$ cat config.mk
export PLATFORM = sky130hd
export DESIGN_NAME = enc_readout
export DESIGN_NICKNAME = d
export VERILOG_FILES = /design/src/rtl/enc_readout.sv
export SDC_FILE = /design/constraint.sdc
export NUM_CORES = 1
export LEC_CHECK = 0
export CORE_AREA = 3 3 109 111
export DETAILED_ROUTE_END_ITERATION = 10
export DIE_AREA = 0 0 112 114
export DONT_BUFFER_PORTS = 1
export PLACE_DENSITY = 0.7
export SLEW_MARGIN = 5
export SYNTH_ARGS = -nofsm -noshare
export SYNTH_HDL_FRONTEND = slang
export SYNTH_SLANG_ARGS = --single-unit
$ cat constraint.sdc
create_clock -name Clk -period 4.1 [get_ports Clk]
set_input_delay 0.615 -clock Clk [delete_from_list [all_inputs] [get_ports Clk]]
set_output_delay 0.615 -clock Clk [all_outputs]
set_load 0.01 [all_outputs]
$ cat src/rtl/enc_readout.sv
// Encoder frame readout: streams a header, the Z period, then bank A and bank B
// capture memory contents to a valid/ready sink, and clears memory afterwards.
module enc_readout #(
  parameter int unsigned RD_LAT  = 3,
  parameter logic [15:0] HDR_TAG = 16'hA5A5
) (
  input  logic        Clk,
  input  logic        Rst,
  input  logic        Done,
  input  logic [15:0] PPR,
  input  logic [31:0] ZCounter,
  input  logic [31:0] q,
  input  logic        DataReady,
  output logic [1:0]  MemSlave,
  output logic [13:0] RetAddr,
  output logic        memCLR,
  output logic [31:0] DataOut,
  output logic        DataValid,
  output logic        Busy
);

  localparam int unsigned AW = 14;
  localparam int unsigned LW = (RD_LAT > 1) ? $clog2(RD_LAT) : 1;
  localparam logic [LW-1:0] LAST_LAT = LW'(RD_LAT - 1);
  localparam logic [1:0] BANK_NONE = 2'b00;
  localparam logic [1:0] BANK_A    = 2'b10;
  localparam logic [1:0] BANK_B    = 2'b11;

  typedef enum logic [2:0] {
    S_IDLE, S_HDR, S_ZCNT, S_ADDR, S_WAIT, S_SEND, S_CLR
  } state_e;

  state_e        state_q, state_d;
  logic [15:0]   ppr_q, ppr_d;
  logic [31:0]   zc_q, zc_d;
  logic [LW-1:0] lat_q, lat_d;
  logic [1:0]    mem_slave_q, mem_slave_d;
  logic [AW-1:0] ret_addr_q, ret_addr_d;
  logic [31:0]   data_out_q, data_out_d;
  logic          mem_clr_q, mem_clr_d;
  logic          data_valid_q, data_valid_d;
  logic          busy_q, busy_d;

  logic          xfer;
  logic          n_zero;
  logic [AW-1:0] last_addr;

  always_ff @(posedge Clk or posedge Rst) begin
    if (Rst) begin
      state_q      <= S_IDLE;
      ppr_q        <= '0;
      zc_q         <= '0;
      lat_q        <= '0;
      mem_slave_q  <= BANK_NONE;
      ret_addr_q   <= '0;
      data_out_q   <= '0;
      mem_clr_q    <= 1'b0;
      data_valid_q <= 1'b0;
      busy_q       <= 1'b0;
    end else begin
      state_q      <= state_d;
      ppr_q        <= ppr_d;
      zc_q         <= zc_d;
      lat_q        <= lat_d;
      mem_slave_q  <= mem_slave_d;
      ret_addr_q   <= ret_addr_d;
      data_out_q   <= data_out_d;
      mem_clr_q    <= mem_clr_d;
      data_valid_q <= data_valid_d;
      busy_q       <= busy_d;
    end
  end

  always_comb begin
    state_d     = state_q;
    ppr_d       = ppr_q;
    zc_d        = zc_q;
    lat_d       = lat_q;
    mem_slave_d = mem_slave_q;
    ret_addr_d  = ret_addr_q;
    data_out_d  = data_out_q;

    xfer   = data_valid_q && DataReady;
    n_zero = (ppr_q == 16'd0);
    // Word count saturates at the 16K address space of each bank.
    last_addr = (ppr_q > 16'd16384) ? 14'h3FFF : AW'(ppr_q - 16'd1);

    case (state_q)
      S_IDLE: begin
        if (Done) begin
          ppr_d      = PPR;
          zc_d       = ZCounter;
          data_out_d = {HDR_TAG, PPR};
          state_d    = S_HDR;
        end
      end
      S_HDR: begin
        if (xfer) begin
          data_out_d = zc_q;
          state_d    = S_ZCNT;
        end
      end
      S_ZCNT: begin
        if (xfer) begin
          if (n_zero) begin
            state_d = S_CLR;
          end else begin
            mem_slave_d = BANK_A;
            ret_addr_d  = '0;
            lat_d       = '0;
            state_d     = S_ADDR;
          end
        end
      end
      S_ADDR, S_WAIT: begin
        if (lat_q == LAST_LAT) begin
          data_out_d = q;
          state_d    = S_SEND;
        end else begin
          lat_d   = LW'(lat_q + 1'b1);
          state_d = S_WAIT;
        end
      end
      S_SEND: begin
        if (xfer) begin
          lat_d   = '0;
          state_d = S_ADDR;
          if (ret_addr_q < last_addr) begin
            ret_addr_d = AW'(ret_addr_q + 1'b1);
          end else if (mem_slave_q == BANK_A) begin
            mem_slave_d = BANK_B;
            ret_addr_d  = '0;
          end else begin
            state_d = S_CLR;
          end
        end
      end
      S_CLR: begin
        state_d = S_IDLE;
      end
      default: begin
        state_d = S_IDLE;
      end
    endcase

    // Bank select is released as soon as the readout phase ends.
    if (state_d == S_CLR || state_d == S_IDLE) begin
      mem_slave_d = BANK_NONE;
      ret_addr_d  = '0;
    end

    mem_clr_d    = (state_d == S_CLR);
    data_valid_d = (state_d == S_HDR) || (state_d == S_ZCNT) || (state_d == S_SEND);
    busy_d       = (state_d != S_IDLE);
  end

  assign MemSlave  = mem_slave_q;
  assign RetAddr   = ret_addr_q;
  assign memCLR    = mem_clr_q;
  assign DataOut   = data_out_q;
  assign DataValid = data_valid_q;
  assign Busy      = busy_q;

endmodule

# ---- After elaboration in Yosys (flattened, before gate mapping)
# Cells that the tools add are included.
dict set report word_totals {
  regBits 104
  inputBits 84
  output_inout_bits 51
  word_cells 89
}
dict set report op_classes {
  addsub 3
  n_lt_le_gt_ge 2
  eq_ne 24
  mux 33
  n_reduce_logical 17
}
# cell count
set op_table {}
lappend op_table {{two-way mux 14 bit} 7}
lappend op_table {{two-way mux 32 bit} 3}
lappend op_table {{case mux 32 bit (3 select lines)} 1}
lappend op_table {{case mux 14 bit (2 select lines)} 1}
lappend op_table {{two-way mux 3 bit} 7}
lappend op_table {{two-way mux 2 bit} 10}
lappend op_table {{greater-than comparator 16 x 15 -> 1 bit, second input constant} 1}
lappend op_table {{zero test 16 bit} 1}
lappend op_table {{inequality test 3 bit, second input constant} 5}
lappend op_table {{case mux 3 bit (5 select lines)} 1}
lappend op_table {{adder 14 x 1 -> 14 bit, second input constant} 1}
lappend op_table {{less-than comparator 14 bit} 1}
lappend op_table {{inequality test 2 bit, second input constant} 7}
lappend op_table {{subtractor 14 x 1 -> 14 bit, second input constant} 1}
lappend op_table {{equality test 3 bit, second input constant} 4}
lappend op_table {{nonzero test 3 bit} 4}
lappend op_table {{AND reduction 5 bit} 2}
lappend op_table {{equality test 3 x 2 -> 1 bit, second input constant} 3}
lappend op_table {{equality test 3 x 1 -> 1 bit, second input constant} 2}
lappend op_table {{zero test 3 bit} 2}
lappend op_table {{case mux 2 bit (3 select lines)} 1}
lappend op_table {{AND reduction 6 bit} 1}
lappend op_table {{equality test 2 bit, second input constant} 2}
lappend op_table {{inequality test 4 bit, second input constant} 1}
lappend op_table {{other kinds (8)} 10}

# ---- Logic depth before layout (Yosys ltp)
# Gate-level depths: netlist of the first run.
dict set report depth {
  ltp_word 10
  depth_mapped 16
  mapped_depth_nobuf 15
}

# ---- Worst setup path before layout of the first run
# Ideal clock, no wire load.
dict set report synth_path {
  path_kind {register to register}
  start {reg ppr_q[0]}
  end {reg ret_addr_q[11], in the netlist RetAddr[11]}
  setup_ns 0.121
  t_arrival_ns 3.241
  required_time_ns 3.979
  slack_ns 0.739
  stages_incl_launch_ff 15
  n_path_buf 0
  period_less_slack_ns 3.361
  cell_sequence {dfrtp_1 -> inv_1 -> ha_1 -> nor4b_4 -> and2_1 -> nand2_1 -> or3_1 -> xnor2_1 -> nor2_1 -> ha_1 -> and4_1 -> nand4_1 -> a2111o_1 -> a41o_1 -> a22o_1}
}
dict set report synth_between {
  elab_chain_cells 10
  word_cells_on_any_way 23
  classes_between {1 x add/sub; 2 x order compare; 5 x eq/ne; 10 x mux; 5 x reduce/logical}
}
# item line
set synth_lines {}
lappend synth_lines {{start, declared} 34} ;# logic [15:0] ppr_q, ppr_d;
lappend synth_lines {{start signal, assigned} 62} ;# ppr_q <= ppr_d;
lappend synth_lines {{subtractor 14 x 1 -> 14 bit / greater-than comparator 16 x 15 -> 1 bit (equally long branches)} 86} ;# last_addr = (ppr_q > 16'd16384) ? 14'h3FFF : AW'(ppr_q - 16'd1);
lappend synth_lines {{two-way mux 14 bit} 86}
lappend synth_lines {{less-than comparator 14 bit} 128} ;# if (ret_addr_q < last_addr) begin
lappend synth_lines {{two-way mux 3 bit} 128}
lappend synth_lines {{two-way mux 3 bit} 125} ;# if (xfer) begin
lappend synth_lines {{case mux 3 bit (5 select lines)} 88} ;# case (state_q)
lappend synth_lines {{equality test 3 bit / zero test 3 bit (equally long branches)} 147} ;# if (state_d == S_CLR || state_d == S_IDLE) begin
lappend synth_lines {{logical OR 1 bit} 147}
lappend synth_lines {{inequality test 4 bit (no source line), or another cell as far along} -}
lappend synth_lines {{AND reduction 5 bit (no source line)} -}
lappend synth_lines {{end signal, assigned} 66} ;# ret_addr_q <= ret_addr_d;
lappend synth_lines {{end, declared} 38} ;# logic [AW-1:0] ret_addr_q, ret_addr_d;
# Parallel ways exist; a longest one is shown, timed or not. The select of a mux whose other input is x is not followed.
# A chain may end at the register's enable or synchronous reset.

# ---- Final worst setup path of the first run
dict set report layout_path {
  start {reg ppr_q[0]}
  end {reg ret_addr_q[13], in the netlist RetAddr[13]}
}
# Same word-level chain as after synthesis.

==> metrics.txt, run 1 <==
outcome complete, no violations; # clock sinks 104; met2 routed WL 6150 um; ys async rst share 1.00; Final Setup Violations 0; Rel. slew slack 0.314; Synth Area in Simple Gates 0.125; Synth Area in XOR/XNOR 0.0161; Layout Nets 618; Final Wtd Congestion 0.838; vias in the first global route 4093; met3 WL 1020 um; reg2reg setup slack 340 ps; Synth warnings 0; syn nets 629; multiplexer share of the synthesized area 0.0930; WL final 12900 um; Mapped Area 5450 um2; grt total ovfl 0; placed cells 646; Compound-Gate Fraction of Synth Area 0.205; synthesis-stage register bit count 104; vias per cell 6.19; CTS clk-pin slew, worst paths 110 ps; detailed-route via count 4104; Tot GR Track Use 0.203; Critical Path Fanout Max 7; Placed Area 5590 um2; Inserted Clock Buffers 9; CTS Root Cell clkbuf_8; EDFF count, synth 0; Post-Layout Inst Area 5810 um2; Yosys top cell area share 0.477; RSZ-0062 raised after global routing false; LEAKAGE 2.52 nW; DRC 0; # diodes 0; top cells by count, synth 104 x dfrtp_1, 45 x mux2_2, 37 x a22o_1, 35 x a21oi_1, 33 x inv_1; CTS tree done; synth top area cells dfrtp_1 48%, mux2_2 9.3%, a22o_1 5.9%; die height 114 um; Hold Vio Cnt, Final 0; Worst-Margin Slew 1030 ps; largest area contributor in the netlist dfrtp_1; hold buffer count at CTS 0; Fmax 266 MHz; pin count of the biggest net entering global routing 75; Final Cycle Share 0.916; core box area 10900 um2; setup ws final 342 ps; initial cell density of the core 0.501; fin. max-slew vios 0; DR iter-0 viols 328; first-pass GRT wire length 20900 um; Worst Setup Path Type register to register; total power 0.00434 W; drt wl/cell 19.5 um; largest family of logic cells by synthesized area compound AO/OA/AOI/OAI gates; Cell Pwr Density 747 nW/um2; Adder-Cell Fraction of Synth Area 0.0367; CP arrival 4090 ps; DRT met1 WL 5470 um; top-count cell post-synth dfrtp_1; I/O pins 135; Layout Skew 14.0 ps; syn avg cell area 10.3 um2; share of cells above drive strength 1 0.161; H-tree Lvls 3; Startpoint Class register; initial antenna violation count 0; Routed Antenna Nets 0; Highest Signal Layer met4; IR drop worst, VDD 0.000391 V; die width 112 um; worst skew pair latency 390 ps; clock buffer depth 2; worst hold-check path type input port to async pin; synth-to-layout area growth 6.59%; synth unique cells 54; sequential share of the synthesized area 0.477; Place WS 316 ps; Row Count 38; ys flop type dfrtp_1; First-pass DRT Iterations 5; non-filler cells, final 663; maxcap violations 0; TNS Setup 0 ps; post-synthesis cell count 529; DP Wirelength 9110 um; die area 12800 um2; Critical Path Sink Type register; final period demand of the worst path 3760 ps; Critical Path RT 4430 ps; port bufs 0
-- power breakdown --
| group | switching (W) | internal [W] |
|---|---|---|
| sequential | 0.000458 | 0.00146 |
| clock | 0.000396 | 0.000252 |
| combinational | 0.000965 | 0.000814 |
-- metrics by stage --
step | util | hold slack [ps]
2_1_floorplan | - | 481
3_3_place_gp | 0.514 | 490
3_5_place_dp | 0.514 | 496
4_1_cts | 0.532 | 333
5_1_grt | 0.534 | 342
6_report | 0.534 | 312
-- timing repair --
item | in CTS | in global routing
buffers inserted | 0 | 1
setup endpoints to repair | 0 | 12
gates resized for setup | 0 | 2
endpoints found under the hold margin | 0 | 0
-- placed cells by master (no fill, tap or decap), types with 6 or more instances in the layout --
cell type,count
dfrtp_1,104
mux2_2,45
a22o_1,37
a21oi_1,35
inv_1,32
nor2_1,30
nand2_1,29
nor3_1,22
o21ai_0,21
a211oi_1,16
ha_1,16
nand3_1,14
clkbuf_8,10
buf_4,10
a22oi_1,8
a41o_1,6
-- state kept, by name, indices dropped and copies added (netlist names) --
name	flops
zc_q	32
ppr_q	16
Busy	1
DataValid	1
memCLR	1
MemSlave	2
state_q	3
lat_q	2
RetAddr	14
DataOut	32
-- path summary, 6_finish.rpt --
path,start,to,depth (start not counted)
min,Rst,DataOut[19]$_DFFE_PP0P_,1
min reg2reg,zc_q[0]$_DFFE_PP0P_,zc_q[0]$_DFFE_PP0P_,1
max in group asynchronous,Rst,zc_q[8]$_DFFE_PP0P_,2
max reg2reg,ppr_q[0]$_DFFE_PP0P_,RetAddr[13]$_DFFE_PP0P_,16
min in group Clk,PPR[0],ppr_q[0]$_DFFE_PP0P_,2
max,ppr_q[0]$_DFFE_PP0P_,RetAddr[13]$_DFFE_PP0P_,16
-- cell type report --
| type | instances | area, um2 |
|---|---|---|
| multi-input combinational | 360 | 2630 |
| inverter | 33 | 126 |
| fill | 930 | 5080 |
| tap | 140 | 175 |
| sequential | 104 | 2600 |
| clock buffer | 10 | 138 |
| timing repair buffer | 10 | 75.1 |
| clock inverter | 6 | 61.3 |
-- worst max-delay path, cell delays in order (launching register included) --
cell	delay, ps
dfrtp_1	420
inv_1	80
ha_1	200
nor4b_4	320
and2_1	280
nand2_1	100
or3_1	330
xnor2_1	140
nor2_1	50
ha_1	290
and4_1	200
nand4_1	150
nand2b_1	140
nand3_1	230
buf_4	240
o41ai_2	350
a22o_1	170
-- layer usage --
layer  global-route usage  vias up
met5                    0        -
met4               0.0777        0
met3               0.0700       18
met2                0.318      135
met1                0.263     2027
li1                     -     1924
-- logic make-up after synthesis --
logic type | count (synthesis)
buf+inv | 65
fa+ha+maj | 16
flops | 104
xor+xnor | 10
mux | 45
compound gates | 155
simple gates | 134
No activity file was read; power rests on OpenSTA's default activity.
==> run 2, diff against run 1 <==
ABC_AREA = 1   (was unset)
CORE_AREA = 3 3 124 96   (was 3 3 109 111)
CTS_CLUSTER_DIAMETER = 100   (was unset)
DIE_AREA = 0 0 127 99   (was 0 0 112 114)
==> run 2 against run 1 <==
Sequential cell count unchanged; clock power rose by 30%; via count down 0.39%; synthesized cell count is 10% higher; global-route usage down 0.51 points; largest power group is now combinational logic; combinational power is 16% higher; register-to-register slack gained 150 ps.
==> metrics.txt, run 2 <==
outcome complete, no violations; multi-input logic area 2450 um2; Critical Path RT 4380 ps; commonest non-fill, non-tap cell in the layout dfrtp_1; DP Wirelength 8990 um; pin count of the biggest net entering global routing 65; DRC 0; Critical Path Sink Type register; placed cells 707; H-tree Lvls 3; ys async rst share 1.00; First-pass DRT Iterations 5; clock buffer depth 2; reg2reg setup slack 490 ps; Cell Pwr Density 838 nW/um2; Inserted Clock Buffers 9; Final Wtd Congestion 0.854; top-count cell post-synth dfrtp_1; Row Count 33; die area 12600 um2; Synth Area in Simple Gates 0.190; register area 2600 um2; synth-to-layout area growth 8.02%; most frequent cells in the layout 104 x dfrtp_1, 98 x nand2_1, 78 x nor2_1; final period demand of the worst path 3610 ps; post-synthesis cell count 584; Mapped Area 5340 um2; R2R depth 27; DR iter-0 viols 277; vias per cell 5.65; Startpoint Class register; worst skew pair latency 350 ps; die height 99 um; Compound-Gate Fraction of Synth Area 0.126; R2R Path Start ppr_q[2]$_DFFE_PP0P_; IR drop worst, VDD 0.000385 V; initial cell density of the core 0.493; TNS Setup 0 ps; worst hold-check path type input port to async pin; largest family of logic cells by synthesized area simple AND/OR/NAND/NOR gates; EDFF count, synth 0; drt wl/cell 17.3 um; ys flop type dfrtp_1; Adder-Cell Fraction of Synth Area 0.0375; sequential share of the synthesized area 0.488; top cells by count, synth 104 x dfrtp_1, 98 x nand2_1, 79 x nor2_1, 48 x inv_1, 40 x mux2_2; Synth warnings 0; Worst Setup Path Type register to register; Fmax 277 MHz; RSZ-0062 raised after global routing false; Critical Path Fanout Max 14; grt total ovfl 0; CTS Root Cell clkbuf_16; hold buffer count at CTS 0; detailed-route via count 4088; initial antenna violation count 0; synth unique cells 31; CTS clk-pin slew, worst paths 80 ps; WL final 12500 um; die width 127 um; # clock sinks 104; # diodes 0; port bufs 0; Routed Antenna Nets 0; syn nets 684; core box area 10800 um2; Crit path top cell by count inv_1; Tot GR Track Use 0.198; Final Cycle Share 0.881; CP Launch Point ppr_q[2]$_DFFE_PP0P_; non-filler cells, final 723; vias in the first global route 3915; CTS tree done; largest area contributor in the netlist dfrtp_1; Critical path buffers and inverters 7; CP max-delay cell dfrtp_1; synthesis-stage register bit count 104; CP arrival 3890 ps; synth top area cells dfrtp_1 49%, mux2_2 8.4%, nand2_1 6.9%; I/O pins 135; worst r2r dst RetAddr[9]$_DFFE_PP0P_; Worst path max stage delay 390 ps; Layout Skew 5.46 ps; Worst-Margin Slew 1060 ps; share of cells above drive strength 1 0.173; Synth Area in XOR/XNOR 0.0181; Filler cells 996; kind of cell adding the most delay to the critical path simple AND/OR/NAND/NOR gates; Final Setup Violations 0; fin. max-slew vios 0; maxcap violations 0; first-pass GRT wire length 19900 um; Rel. slew slack 0.289; LEAKAGE 2.59 nW; syn avg cell area 9.14 um2; Yosys top cell area share 0.488; Layout Nets 678; Hold Vio Cnt, Final 0; multiplexer share of the synthesized area 0.0844
-- run 2: worst max-delay path by stage --
stage | end | cells after the start
6_report | RetAddr[9]$_DFFE_PP0P_ | 27
5_1_grt | RetAddr[2]$_DFFE_PP0P_ | 27
4_1_cts | RetAddr[1]$_DFFE_PP0P_ | 30
3_5_place_dp | RetAddr[1]$_DFFE_PP0P_ | 30
3_3_place_gp | RetAddr[5]$_DFFE_PP0P_ | 30
2_1_floorplan | Busy$_DFF_PP0_ | 1
-- run 2: cell families (layout without fill, tap and decap cells) --
| family | Yosys count | count (layout) |
|---|---|---|
| DFF | 104 | 104 |
| AOI/OAI and AO/OA | 105 | 105 |
| adders and majority gates | 16 | 16 |
| xor gates and xnor gates | 11 | 11 |
| and+or+nand+nor | 233 | 233 |
| muxes | 40 | 40 |
| buffers and inverters | 75 | 74 |
-- run 2: layout make-up --
cell class / instances / share of cell area
well taps: 140 / 0.0304
flip-flops and latches: 104 / 0.452
clock inverters: 7 / 0.0109
clock buffers: 9 / 0.0391
inverters: 52 / 0.0343
multi-input cells: 405 / 0.426
repair buffers: 6 / 0.00782
-- run 2: metal layers --
layer | wire length [um] | GRT usage | share of wire | up-vias
li1 | - | - | - | 1945
met1 | 5280 | 0.256 | 0.42 | 1964
met2 | 5780 | 0.302 | 0.46 | 158
met3 | 1200 | 0.0818 | 0.096 | 21
met4 | 240 | 0.0701 | 0.019 | 0
met5 | 0 | 0 | 0 | -
-- run 2: stage by stage --
step	util	hold slack (ps)	worst slack, ps	power (W)	instance area (um2)
final	0.533	92.4	488	0.00483	5760
after floorplan	-	457	753	0.00354	5340
after global placement	0.505	469	692	0.00388	5470
after CTS	0.532	89.9	427	0.00484	5750
after global routing	0.533	92.7	30.6	0.00521	5760
after detailed placement	0.505	473	447	0.00398	5470
-- run 2: repair_timing --
item,4_1_cts,5_1_grt
buffers inserted,0,0
endpoints found under the hold margin,0,0
resized for setup,0,1
endpoints found under the setup margin,0,8
-- run 2: worst reg2reg max path, delay by kind of cell (launching register included) --
family,cells,cell delay (ps)
and+or+nand+nor,14,1600
AOI/OAI and AO/OA,5,670
buffers and inverters,7,630
DFF,1,390
adders and majority gates,1,270
-- run 2: report_power, final --
part | internal (W) | switching, W
Clock | 0.000427 | 0.000418
Sequential | 0.00150 | 0.000411
Combinational | 0.000762 | 0.00131
==> run 3, diff against run 2 <==
CORE_AREA = 2 2 123 95   (was 3 3 124 96)
DIE_AREA = 0 0 125 97   (was 0 0 127 99)
GPL_TIMING_DRIVEN = 0   (was unset)
==> run 3 against run 2 <==
Highest routed layer unchanged; fmax is 0.33% lower; combinational power up 8%; clock-buffer cell count rose by 1; non-clock buffer count up 17; total power grew 4.0%; wire length increased by 4.0%; hold slack improved by 150 ps; worst setup slack lost 12 ps; sequential cell count stayed put; largest cell class unchanged; largest power group unchanged.
==> metrics.txt, run 3 (synthesis gave the netlist of run 2 again) <==
Crit path top cell by count inv_1; Worst Setup Path Type register to register; detailed-route via count 4168; DRC 0; R2R depth 28; worst hold-check path type input port to async pin; RSZ-0062 raised after global routing false; Row Count 33; Startpoint Class register; Hold Vio Cnt, Final 0; LEAKAGE 2.62 nW; setup ws final 476 ps; I/O pins 135; Layout Nets 695; Cell Pwr Density 859 nW/um2; Critical Path Sink Type register; Rel. slew slack 0.530; Worst-Margin Slew 701 ps; most frequent cells in the layout 104 x dfrtp_1, 98 x nand2_1, 79 x nor2_1; Layout Skew 7.12 ps; Inserted Clock Buffers 9; drt wl/cell 17.6 um; worst skew pair latency 340 ps; Routed Antenna Nets 0; Fmax 276 MHz; vias per cell 5.63; outcome complete, no violations; CP max-delay cell dfrtp_1; CTS tree done; DR iter-0 viols 343; R2R Path Start ppr_q[2]$_DFFE_PP0P_; clock buffer depth 2; die area 12100 um2; Flop pwr share 0.379; combinational power share 0.443; first-pass GRT wire length 21300 um; final period demand of the worst path 3620 ps; worst r2r dst RetAddr[7]$_DFFE_PP0P_; TNS Setup 0 ps; synth-to-layout area growth 9.62%; hold buffer count at CTS 0; NetSw 0.00221 W; die width 125 um; Tot GR Track Use 0.219; Final Setup Violations 0; Critical Path Fanout Max 10; Place WS 487 ps; core box area 10800 um2; CP arrival 3900 ps; Critical Path RT 4370 ps; CTS Root Cell clkbuf_16; # diodes 0; initial cell density of the core 0.493; design internal power 0.00282 W; commonest non-fill, non-tap cell in the layout dfrtp_1; First-pass DRT Iterations 5; reg2reg setup slack 480 ps; CTS clk-pin slew, worst paths 70 ps; clock group share of total power 0.178; initial antenna violation count 0; fin. max-slew vios 0; port bufs 0; Switching Fraction 0.439; Final Cycle Share 0.884; share of cells above drive strength 1 0.162; die height 97 um; grt total ovfl 0; Worst path max stage delay 390 ps; # clock sinks 104; pin count of the biggest net entering global routing 59; vias in the first global route 4218; DP Wirelength 9990 um; post_cts resized 0; IR drop worst, VDD 0.000322 V; Final Wtd Congestion 0.856; WL final 13000 um; H-tree Lvls 3; maxcap violations 0
[run 3: cell count changes in the layout (fill, tap and decap cells not counted), sizes merged]
cell and change:
buf -2, clkbuf +20, clkinvlp +1, bufinv +1, clkinv -3
[run 3: through the flow]
step	total power, W	hold slack (ps)	instance area [um2]	cells	util
floorplan	0.00354	457	5340	584	-
global route	0.00542	278	5850	740	0.541
CTS	0.00504	252	5850	741	0.541
global placement	0.00403	472	5510	724	0.509
finish	0.00502	237	5850	740	0.541
detailed placement	0.00414	487	5540	725	0.512
[run 3: power groups by stage]
stage / Combinational (W) / Clock [W] / Sequential, W
5_1_grt: 0.00250 / 0.000956 / 0.00196
4_1_cts: 0.00222 / 0.000916 / 0.00191
3_5_place_dp: 0.00222 / 0 / 0.00192
3_3_place_gp: 0.00213 / 0 / 0.00191
2_1_floorplan: 0.00172 / 0 / 0.00182
6_report: 0.00223 / 0.000892 / 0.00190
[run 3: layout make-up]
cell class                 count  area [um2]
buffer                        22         101
fill                         972        4970
sequential                   104        2600
clock inverter                 6        72.6
clock buffer                  10         239
timing repair buffer           1        27.5
inverter                      52         198
tap                          140         175
multi-input combinational    405        2430
[run 3: repair_timing]
item                       in CTS  in global routing
setup buffers                   0                  0
hold endpoints to repair        0                  0
setup endpoints to repair       0                 13
[run 3: per-layer routing]
| metal | up-vias | routed length [um] | global-route usage |
|---|---|---|---|
| li1 | 1977 | - | - |
| met1 | 2034 | 5780 | 0.299 |
| met2 | 135 | 5910 | 0.331 |
| met3 | 22 | 1060 | 0.0758 |
| met4 | 0 | 246 | 0.0692 |
| met5 | - | 0 | 0 |
[run 3: how the worst max path moves through the flow]
stage | start | end | slack [ps] | cells after the start
CTS | ppr_q[0]$_DFFE_PP0P_ | RetAddr[7]$_DFFE_PP0P_ | 440 | 22
floorplan | Rst | Busy$_DFF_PP0_ | 750 | 1
global route | ppr_q[0]$_DFFE_PP0P_ | RetAddr[7]$_DFFE_PP0P_ | 6 | 28
global placement | Rst | zc_q[1]$_DFFE_PP0P_ | -300 | 1
detailed placement | ppr_q[0]$_DFFE_PP0P_ | RetAddr[7]$_DFFE_PP0P_ | 490 | 22
finish | ppr_q[2]$_DFFE_PP0P_ | RetAddr[7]$_DFFE_PP0P_ | 480 | 28
[run 3: critical path, delay by kind of cell, from the launching register on]
family | cells | cell delay, ps
and+or+nand+nor | 14 | 1480
buffers and inverters | 8 | 740
AOI/OAI and AO/OA | 5 | 660
DFF | 1 | 390
adders and majority gates | 1 | 260
